[src/rtl/flash_pkg.sv]
// Shared types for the flash controller, its program sequencer and benches:
// command codes, completion codes and the sequencer state encoding.
package flash_pkg;

    typedef enum logic [7:0] {
        CMD_WR = 8'd0,
        CMD_RD = 8'd1,
        CMD_SE = 8'd2,
        CMD_BE = 8'd3
    } cmd_e;

    typedef enum logic [1:0] {
        ERR_OK      = 2'd0,
        ERR_VERIFY  = 2'd1,
        ERR_TIMEOUT = 2'd2,
        ERR_BADLEN  = 2'd3
    } err_e;

    typedef enum logic [3:0] {
        ST_IDLE, ST_CHK_LEN, ST_GAP,
        ST_SE_ISSUE, ST_SE_WAIT,
        ST_WR_ISSUE, ST_WR_WAIT,
        ST_RD_ISSUE, ST_RD_WAIT,
        ST_CMP, ST_FIN
    } seq_state_e;

    function automatic seq_state_e wait_of(seq_state_e s);
        case (s)
            ST_SE_ISSUE: return ST_SE_WAIT;
            ST_RD_ISSUE: return ST_RD_WAIT;
            default:     return ST_WR_WAIT;
        endcase
    endfunction

    // Step that follows a completed flash command.
    function automatic seq_state_e step_after(seq_state_e s);
        case (s)
            ST_SE_WAIT: return ST_WR_ISSUE;
            ST_WR_WAIT: return ST_RD_ISSUE;
            default:    return ST_CMP;
        endcase
    endfunction

    function automatic cmd_e cmd_of(seq_state_e s);
        case (s)
            ST_SE_ISSUE: return CMD_SE;
            ST_RD_ISSUE: return CMD_RD;
            default:     return CMD_WR;
        endcase
    endfunction

endpackage

[src/rtl/flash_verify_cmp.sv]
// Masked read-back compare: only the low byte_num bytes take part.
module flash_verify_cmp #(
    parameter int C_MAX_BYTE_NUM = 2
) (
    input  logic [C_MAX_BYTE_NUM*8-1:0] wdata,
    input  logic [C_MAX_BYTE_NUM*8-1:0] rdata,
    input  logic [7:0]                  byte_num,
    output logic                        match
);

    logic [C_MAX_BYTE_NUM*8-1:0] mask;

    always_comb begin
        mask = '0;
        for (int i = 0; i < C_MAX_BYTE_NUM; i++) begin
            if (byte_num > 8'(i)) mask[i*8 +: 8] = 8'hFF;
        end
        match = ((wdata ^ rdata) & mask) == '0;
    end

endmodule

[src/rtl/flash_prog_seq.sv]
// Program-region sequencer: optional erase, write, read-back and verify with
// retries, driving the flash SPI controller's command interface.
//
// state      | meaning
// IDLE       | ready for a request
// CHK_LEN    | validate byte count
// GAP        | enforced idle time after a FINISH before the next START
// SE_ISSUE   | sector erase pending, waiting for flash not busy
// SE_WAIT    | erase running
// WR_ISSUE   | write pending
// WR_WAIT    | write running
// RD_ISSUE   | read-back pending
// RD_WAIT    | read-back running, data captured on FINISH
// CMP        | masked compare of read vs write data
// FIN        | DONE pulse, results published
module flash_prog_seq
    import flash_pkg::*;
#(
    parameter int C_MAX_BYTE_NUM      = 2,
    parameter int C_MAX_RETRY         = 2,
    parameter int C_TIMEOUT_CLK_NUM   = 1000000,
    parameter int C_START_GAP_CLK_NUM = 4
) (
    input  logic                        SYS_CLK_I,
    input  logic                        SYS_RST_I,
    input  logic                        REQ_I,
    input  logic                        REQ_ERASE_I,
    input  logic [31:0]                 REQ_ADDR_I,
    input  logic [7:0]                  REQ_BYTE_NUM_I,
    input  logic [C_MAX_BYTE_NUM*8-1:0] REQ_DATA_I,
    output logic                        READY_O,
    output logic                        DONE_O,
    output logic [1:0]                  ERR_CODE_O,
    output logic [3:0]                  RETRY_CNT_O,
    output logic [7:0]                  CMD_O,
    output logic                        START_O,
    output logic [31:0]                 ADDR_O,
    output logic [7:0]                  BYTE_NUM_O,
    output logic [C_MAX_BYTE_NUM*8-1:0] PDATA_O,
    input  logic [C_MAX_BYTE_NUM*8-1:0] PDATA_I,
    input  logic                        BUSY_I,
    input  logic                        FINISH_I
);

    localparam int          W        = C_MAX_BYTE_NUM * 8;
    localparam logic [23:0] TMO_LOAD = 24'(C_TIMEOUT_CLK_NUM);
    localparam logic [7:0]  GAP_LOAD = 8'(C_START_GAP_CLK_NUM);

    seq_state_e  state, state_nxt, gap_ret;
    logic [31:0] req_addr;
    logic [7:0]  req_bn;
    logic        req_erase;
    logic [W-1:0] wdata, rdata;
    logic [3:0]  retry_cnt;
    logic [23:0] tmo_cnt;
    logic [7:0]  gap_cnt;
    logic        is_issue, is_wait, issue_nxt, tmo_hit, fire, finish_ok;
    logic        len_bad, retry_ok, match;
    err_e        err_nxt;

    flash_verify_cmp #(.C_MAX_BYTE_NUM(C_MAX_BYTE_NUM)) u_cmp (
        .wdata    (wdata),
        .rdata    (rdata),
        .byte_num (req_bn),
        .match    (match)
    );

    always_ff @(posedge SYS_CLK_I) begin
        if (SYS_RST_I) state <= ST_IDLE;
        else           state <= state_nxt;
    end

    always_comb begin
        state_nxt = state;
        case (state)
            ST_IDLE:    if (REQ_I) state_nxt = ST_CHK_LEN;
            ST_CHK_LEN: begin
                if (len_bad)        state_nxt = ST_FIN;
                else if (req_erase) state_nxt = ST_SE_ISSUE;
                else                state_nxt = ST_WR_ISSUE;
            end
            ST_SE_ISSUE, ST_WR_ISSUE, ST_RD_ISSUE: begin
                if (tmo_hit)      state_nxt = ST_FIN;
                else if (!BUSY_I) state_nxt = wait_of(state);
            end
            ST_SE_WAIT, ST_WR_WAIT, ST_RD_WAIT: begin
                if (finish_ok) state_nxt = (GAP_LOAD == 8'd0) ? step_after(state) : ST_GAP;
                else if (tmo_hit) state_nxt = ST_FIN;
            end
            ST_GAP:     if (gap_cnt == 8'd1) state_nxt = gap_ret;
            ST_CMP: begin
                if (match)         state_nxt = ST_FIN;
                else if (retry_ok) state_nxt = req_erase ? ST_SE_ISSUE : ST_WR_ISSUE;
                else               state_nxt = ST_FIN;
            end
            ST_FIN:     state_nxt = ST_IDLE;
            default:    state_nxt = ST_IDLE;
        endcase
    end

    always_comb begin
        READY_O   = (state == ST_IDLE);
        DONE_O    = (state == ST_FIN);
        is_issue  = state inside {ST_SE_ISSUE, ST_WR_ISSUE, ST_RD_ISSUE};
        is_wait   = state inside {ST_SE_WAIT, ST_WR_WAIT, ST_RD_WAIT};
        issue_nxt = state_nxt inside {ST_SE_ISSUE, ST_WR_ISSUE, ST_RD_ISSUE};
        tmo_hit   = (is_issue || is_wait) && (tmo_cnt == 24'd1);
        fire      = is_issue && !tmo_hit && !BUSY_I;
        // A FINISH coinciding with our own START belongs to an earlier command.
        finish_ok = is_wait && FINISH_I && !START_O;
        len_bad   = (req_bn == 8'd0) || (req_bn > 8'(C_MAX_BYTE_NUM));
        retry_ok  = retry_cnt < 4'(C_MAX_RETRY);
        case (state)
            ST_CHK_LEN: err_nxt = ERR_BADLEN;
            ST_CMP:     err_nxt = match ? ERR_OK : ERR_VERIFY;
            default:    err_nxt = ERR_TIMEOUT;
        endcase
    end

    always_ff @(posedge SYS_CLK_I) begin
        if (SYS_RST_I) begin
            req_addr    <= '0;
            req_bn      <= '0;
            req_erase   <= 1'b0;
            wdata       <= '0;
            rdata       <= '0;
            retry_cnt   <= '0;
            tmo_cnt     <= '0;
            gap_cnt     <= '0;
            gap_ret     <= ST_IDLE;
            START_O     <= 1'b0;
            CMD_O       <= '0;
            ADDR_O      <= '0;
            BYTE_NUM_O  <= '0;
            PDATA_O     <= '0;
            ERR_CODE_O  <= '0;
            RETRY_CNT_O <= '0;
        end else begin
            START_O <= fire;
            if (READY_O && REQ_I) begin
                req_addr   <= REQ_ADDR_I;
                req_bn     <= REQ_BYTE_NUM_I;
                req_erase  <= REQ_ERASE_I;
                wdata      <= REQ_DATA_I;
                retry_cnt  <= '0;
                ERR_CODE_O <= ERR_OK;
            end
            // Command fields settle on ISSUE entry, a cycle ahead of START.
            if (issue_nxt) begin
                CMD_O      <= cmd_of(state_nxt);
                ADDR_O     <= req_addr;
                BYTE_NUM_O <= req_bn;
                PDATA_O    <= wdata;
            end
            if (issue_nxt && (state_nxt != state)) tmo_cnt <= TMO_LOAD;
            else if (is_issue || is_wait)          tmo_cnt <= tmo_cnt - 24'd1;
            if ((state_nxt == ST_GAP) && (state != ST_GAP)) begin
                gap_cnt <= GAP_LOAD;
                gap_ret <= step_after(state);
            end else if (state == ST_GAP) begin
                gap_cnt <= gap_cnt - 8'd1;
            end
            if ((state == ST_RD_WAIT) && finish_ok) rdata <= PDATA_I;
            if ((state == ST_CMP) && !match && retry_ok) retry_cnt <= retry_cnt + 4'd1;
            if (state_nxt == ST_FIN) begin
                ERR_CODE_O  <= err_nxt;
                RETRY_CNT_O <= retry_cnt;
            end
        end
    end

endmodule

[config.mk]
export PLATFORM = sky130hd
export DESIGN_NAME = flash_prog_seq
export DESIGN_NICKNAME = d
export VERILOG_FILES = /design/src/rtl/flash_pkg.sv /design/src/rtl/flash_verify_cmp.sv /design/src/rtl/flash_prog_seq.sv
export SDC_FILE = /design/constraint.sdc
export NUM_CORES = 1
export LEC_CHECK = 0
export BUFFER_PORTS_ARGS = -buffer_cell sky130_fd_sc_hd__buf_4
export CORE_ASPECT_RATIO = 1.4
export CORE_UTILIZATION = 61
export CTS_BUF_LIST = sky130_fd_sc_hd__clkbuf_2 sky130_fd_sc_hd__clkbuf_4 sky130_fd_sc_hd__clkbuf_8
export CTS_CLUSTER_SIZE = 25
export DETAILED_ROUTE_END_ITERATION = 16
export GPL_TIMING_DRIVEN = 0
export PLACE_DENSITY = 0.91
export SLEW_MARGIN = 0
export SYNTH_ARGS = -nofsm -noshare
export SYNTH_HDL_FRONTEND = slang
export SYNTH_SLANG_ARGS = --single-unit
[constraint.sdc]
create_clock -name SYS_CLK_I -period 6.2 [get_ports SYS_CLK_I]
set_input_delay 0.93 -clock SYS_CLK_I [delete_from_list [all_inputs] [get_ports SYS_CLK_I]]
set_output_delay 0.93 -clock SYS_CLK_I [all_outputs]
set_load 0.02 [all_outputs]
==> summary.md <==
| Metric | Value |
|---|---|
| Detailed Route Iter0 Violations | `418` |
| Fin. Hold Viols | `0` |
| Synth Register Bits | `182` |
| Area added between synthesis and finish | `22.3%` |
| Critical Path Fanout Max | `10` |
| Met2 track utilization from global routing | `53.9%` |
| Input/output buffers | `about 140` |
| Number of enable flip-flop cells after synthesis | `0` |
| Pin count of the biggest net entering global routing | `18` |
| Top post-synthesis cells by area | `dfxtp_1 (48%), nand2_1 (14%), mux2i_1 (7.9%)` |
| Post-synthesis compound-gate area fraction | `10.3%` |
| Number of vias after detailed routing | `6968` |
| Leak pwr | `between 3 and 4 nW` |
| TritonCTS clock tree | `built` |
| Initial Util | `62.4%` |
| Aggregate global-route resource usage | `roughly 30%` |
| Worst IR Drop VDD | `0.209 mV` |
| Maximum clock frequency | `about 330 MHz` |
| Unrepaired setup endpoints after global routing | `false` |
| Avg Inst Size Synth | `8.49 um^2` |
| Y dimension of the die | `about 130 um` |
| Std cell rows | `48` |
| Clock tree root buffer cell | `clkbuf_8` |
| Io pins | `151` |
| Xor and xnor fraction of the mapped netlist area | `5.04%` |
| Power spent charging and discharging nets | `1.46 mW` |
| Count of hold-fix buffers inserted at cts | `0` |
| Inserted Clock Buffers | `17` |
| Adder-cell share of the synthesized area | `0.818%` |
| Clk pwr share | `22.1%` |
| Minimum clock period after layout | `3.08 ns` |
| Number of warnings issued by yosys | `0` |
| Global route total overflow | `0` |
| CP Cell Sequence | `clkbuf_1, nor4_1, and2_1, clkbuf_1, clkbuf_1, buf_1, nand2_1, a21oi_1` |
| Clock Path Buffers | `2` |
| Post-cts repair resize count | `0` |
| HPWL after DPL | `~14000 um` |
| Total Neg Setup Slack | `0 ns` |
| CP startpoint kind | `register` |
| Ys flop type | `dfxtp_1` |
| Routing usage on met3 | `6.42%` |
| Critical Path Max Stage Delay | `0.65 ns` |
| Number of global-route vias before repair | `between 6k and 7k` |
| Final Instance Area | `about 9400 um^2` |
| Data arrival at the endpoint of the critical path | `3.47 ns` |
| Placer's final routability congestion estimate | `0.869` |
| Final max-slew violation count | `0` |
| Met1 Resource Use GR | `33.2%` |
| Transition time at the pin with the least slew margin | `0.824 ns` |
| Portion of the post-synthesis area used by sequential elements | `47.6%` |
| Class of the worst hold path | `register to register` |
| Outcome | `completed` |
| Placed Area | `8940 um^2` |
| Portion of synthesized cell area occupied by the leading cell type | `47.6%` |
| Diodes inserted | `0` |
| Crit-path slowest cell | `nor4_1` |
| Die footprint | `13000 um^2` |
| Net total in the final layout | `1152` |
| Netlist area before placement | `7650 um^2` |
| Most frequent cells in the layout | `nand2_1 (284), dfxtp_1 (182), buf_4 (151), a21oi_1 (86), mux2i_1 (60)` |
| Total Wirelength | `19500 um` |
| Internal power summed over all cells | `between 2 and 2.5 mW` |
| Routed wire length per instance | `15.8 um` |
| Post-synth ARST share | `0%` |
| Commonest non-fill, non-tap cell in the layout | `nand2_1` |
| DRC violations left | `0` |
| Register share of total power | `about 41%` |
| Library cell occupying the most area in the post-synthesis netlist | `dfxtp_1` |
| Fraction of power spent switching nets | `between 30% and 40%` |
| Most heavily used metal layer in global routing | `met2` |
| Number of H-tree branching levels | `4` |
| Antenna violations before repair | `0` |
| Width of the die | `96.6 um` |
| PD cells | `407 nW/um^2` |
| Number of nets still failing antenna checks after routing | `0` |
| Design Power | `3.80 mW` |
| Endpoint kind of the worst setup timing path | `register` |
| Number of buffer and inverter stages on the critical path | `4` |
| Count of distinct cell types in the synthesized netlist | `63` |
| Count of endpoints failing setup in the final report | `0` |
| Number of cells produced by synthesis | `901` |
| Part of the total power dissipated in combinational logic | `37.4%` |
| Placeable Area | `12300 um^2` |
| First-pass iteration count of the detailed router | `5` |
| # Max-Cap Violations | `0` |
| # Post-CTS Setup Buffers | `0` |
| Layout cell share with drive strength beyond 1 | `19.5%` |
| Period Utilization, post-route | `49.6%` |
| Clock latency of the later-clocked register in the worst-skew pair | `0.47 ns` |
| CTS sink count | `around 180` |
| Clock-pin slew reported for the worst setup and hold paths after clock tree synthesis | `0.10 ns` |
| Share of cell area taken by muxes after synthesis | `8.15%` |
| Most used cell along the critical path | `clkbuf_1` |
| Worst setup path category | `register to register` |
| Worst max-slew margin expressed relative to the limit | `44.9%` |
| Mean number of vias per cell | `5.66` |
| Worst clock skew | `0.0147 ns` |
| Data required, critical path | `6.59 ns` |
| Main combinational cell family by area after synthesis | `simple AND/OR/NAND/NOR gates` |
| Area fraction in and, or, nand and nor cells after synthesis | `23.2%` |
| Wire length of the first global-routing pass | `31400 um` |
| Cell type group with the largest total delay on the critical path | `buffers and inverters` |
==> stage by stage <==
| step | instances | utilization (%) | hold slack (ns) | setup slack [ns] |
|---|---|---|---|---|
| 4_1_cts | 1232 | 76.4 | 0.459 | 3.25 |
| 3_5_place_dp | 1200 | 72.9 | 0.447 | 2.89 |
| 2_1_floorplan | 906 | - | 0.426 | 3.45 |
| 5_1_grt | 1232 | 76.4 | 0.478 | 3.00 |
| 3_3_place_gp | 1200 | 72.9 | 0.435 | 2.95 |
| 6_report | 1232 | 76.4 | 0.458 | 3.12 |
==> sequential cells by signal, summed over array words and instances, names as in the netlist <==
register and count:
state 4, ADDR_O 32, START_O 1, gap_ret 4, req_erase 1, tmo_cnt 24, req_bn 8, CMD_O 2
PDATA_O 16, BYTE_NUM_O 8, req_addr 32, RETRY_CNT_O 4, ERR_CODE_O 2, rdata 16, retry_cnt 4, gap_cnt 8
wdata 16
==> layout make-up <==
cell class              count  area, um^2
plain buffers              66         338
clock buffers              19         255
clock inverters            13         164
fillers                   856        2900
inverters                  10        37.5
multi-input cells         648        3650
flip-flops and latches    182        3640
well taps                 150         188
repair buffers            144        1080
==> cells in the mapped netlist (all sizes together) (3+ instances only) <==
library cell and number:
dfxtp 182, or3b 3, nor2 29, nand3b 4, a21oi 86, nand3 7, nor3 14, inv 10
nand2b 4, nand2 284, clkbuf 46, or4 6, buf 20, nor3b 3, a221oi 3, mux2i 60
xnor2 19, nor2b 3, or3 3, and3 3, nand4 5, o21ai 11, nor4 16, a211oi 18
xor2 25, ha 5
==> power by group through the flow <==
stage / clock network, mW / registers (mW) / logic [mW]
after global routing: 0.898 / 1.57 / 1.55
after global placement: 0 / 1.55 / 1.35
after CTS: 0.844 / 1.53 / 1.41
final: 0.842 / 1.54 / 1.42
after detailed placement: 0 / 1.56 / 1.39
after floorplan: 0 / 1.56 / 1.01
==> logic make-up (layout without fill, tap and decap cells) <==
group,Yosys count,after routing
simple gates,397,397
xor+xnor,44,44
mux,62,62
compound gates,134,134
flops,182,182
other cells,1,6
buf+inv,76,252
fa+ha+maj,5,5
==> worst paths after layout <==
path | from | endpoint | slack, ns | cells past startpoint
min reg2reg | req_addr[15] | ADDR_O[15] | 0.46 | 2
max reg2reg | state[2] | req_addr[7] | 3.12 | 8
min | req_addr[15] | ADDR_O[15] | 0.46 | 2
max | state[2] | req_addr[7] | 3.12 | 8
==> routing by layer <==
metal | up-vias | part of all wire [%]
met5 | - | 0
met1 | 3273 | 38
met2 | 284 | 53
met4 | 0 | 4.4
li1 | 3344 | -
met3 | 67 | 5.5
==> worst register-to-register path, delay by kind of cell (launching register included) <==
kind / cells / cell delay [ns]
flip-flops: 1 / 0.37
AND/OR/NAND/NOR: 3 / 1.03
buffers and inverters: 4 / 1.42
AO/OA/AOI/OAI: 1 / 0.18
Power figures use the tool's default switching activity.
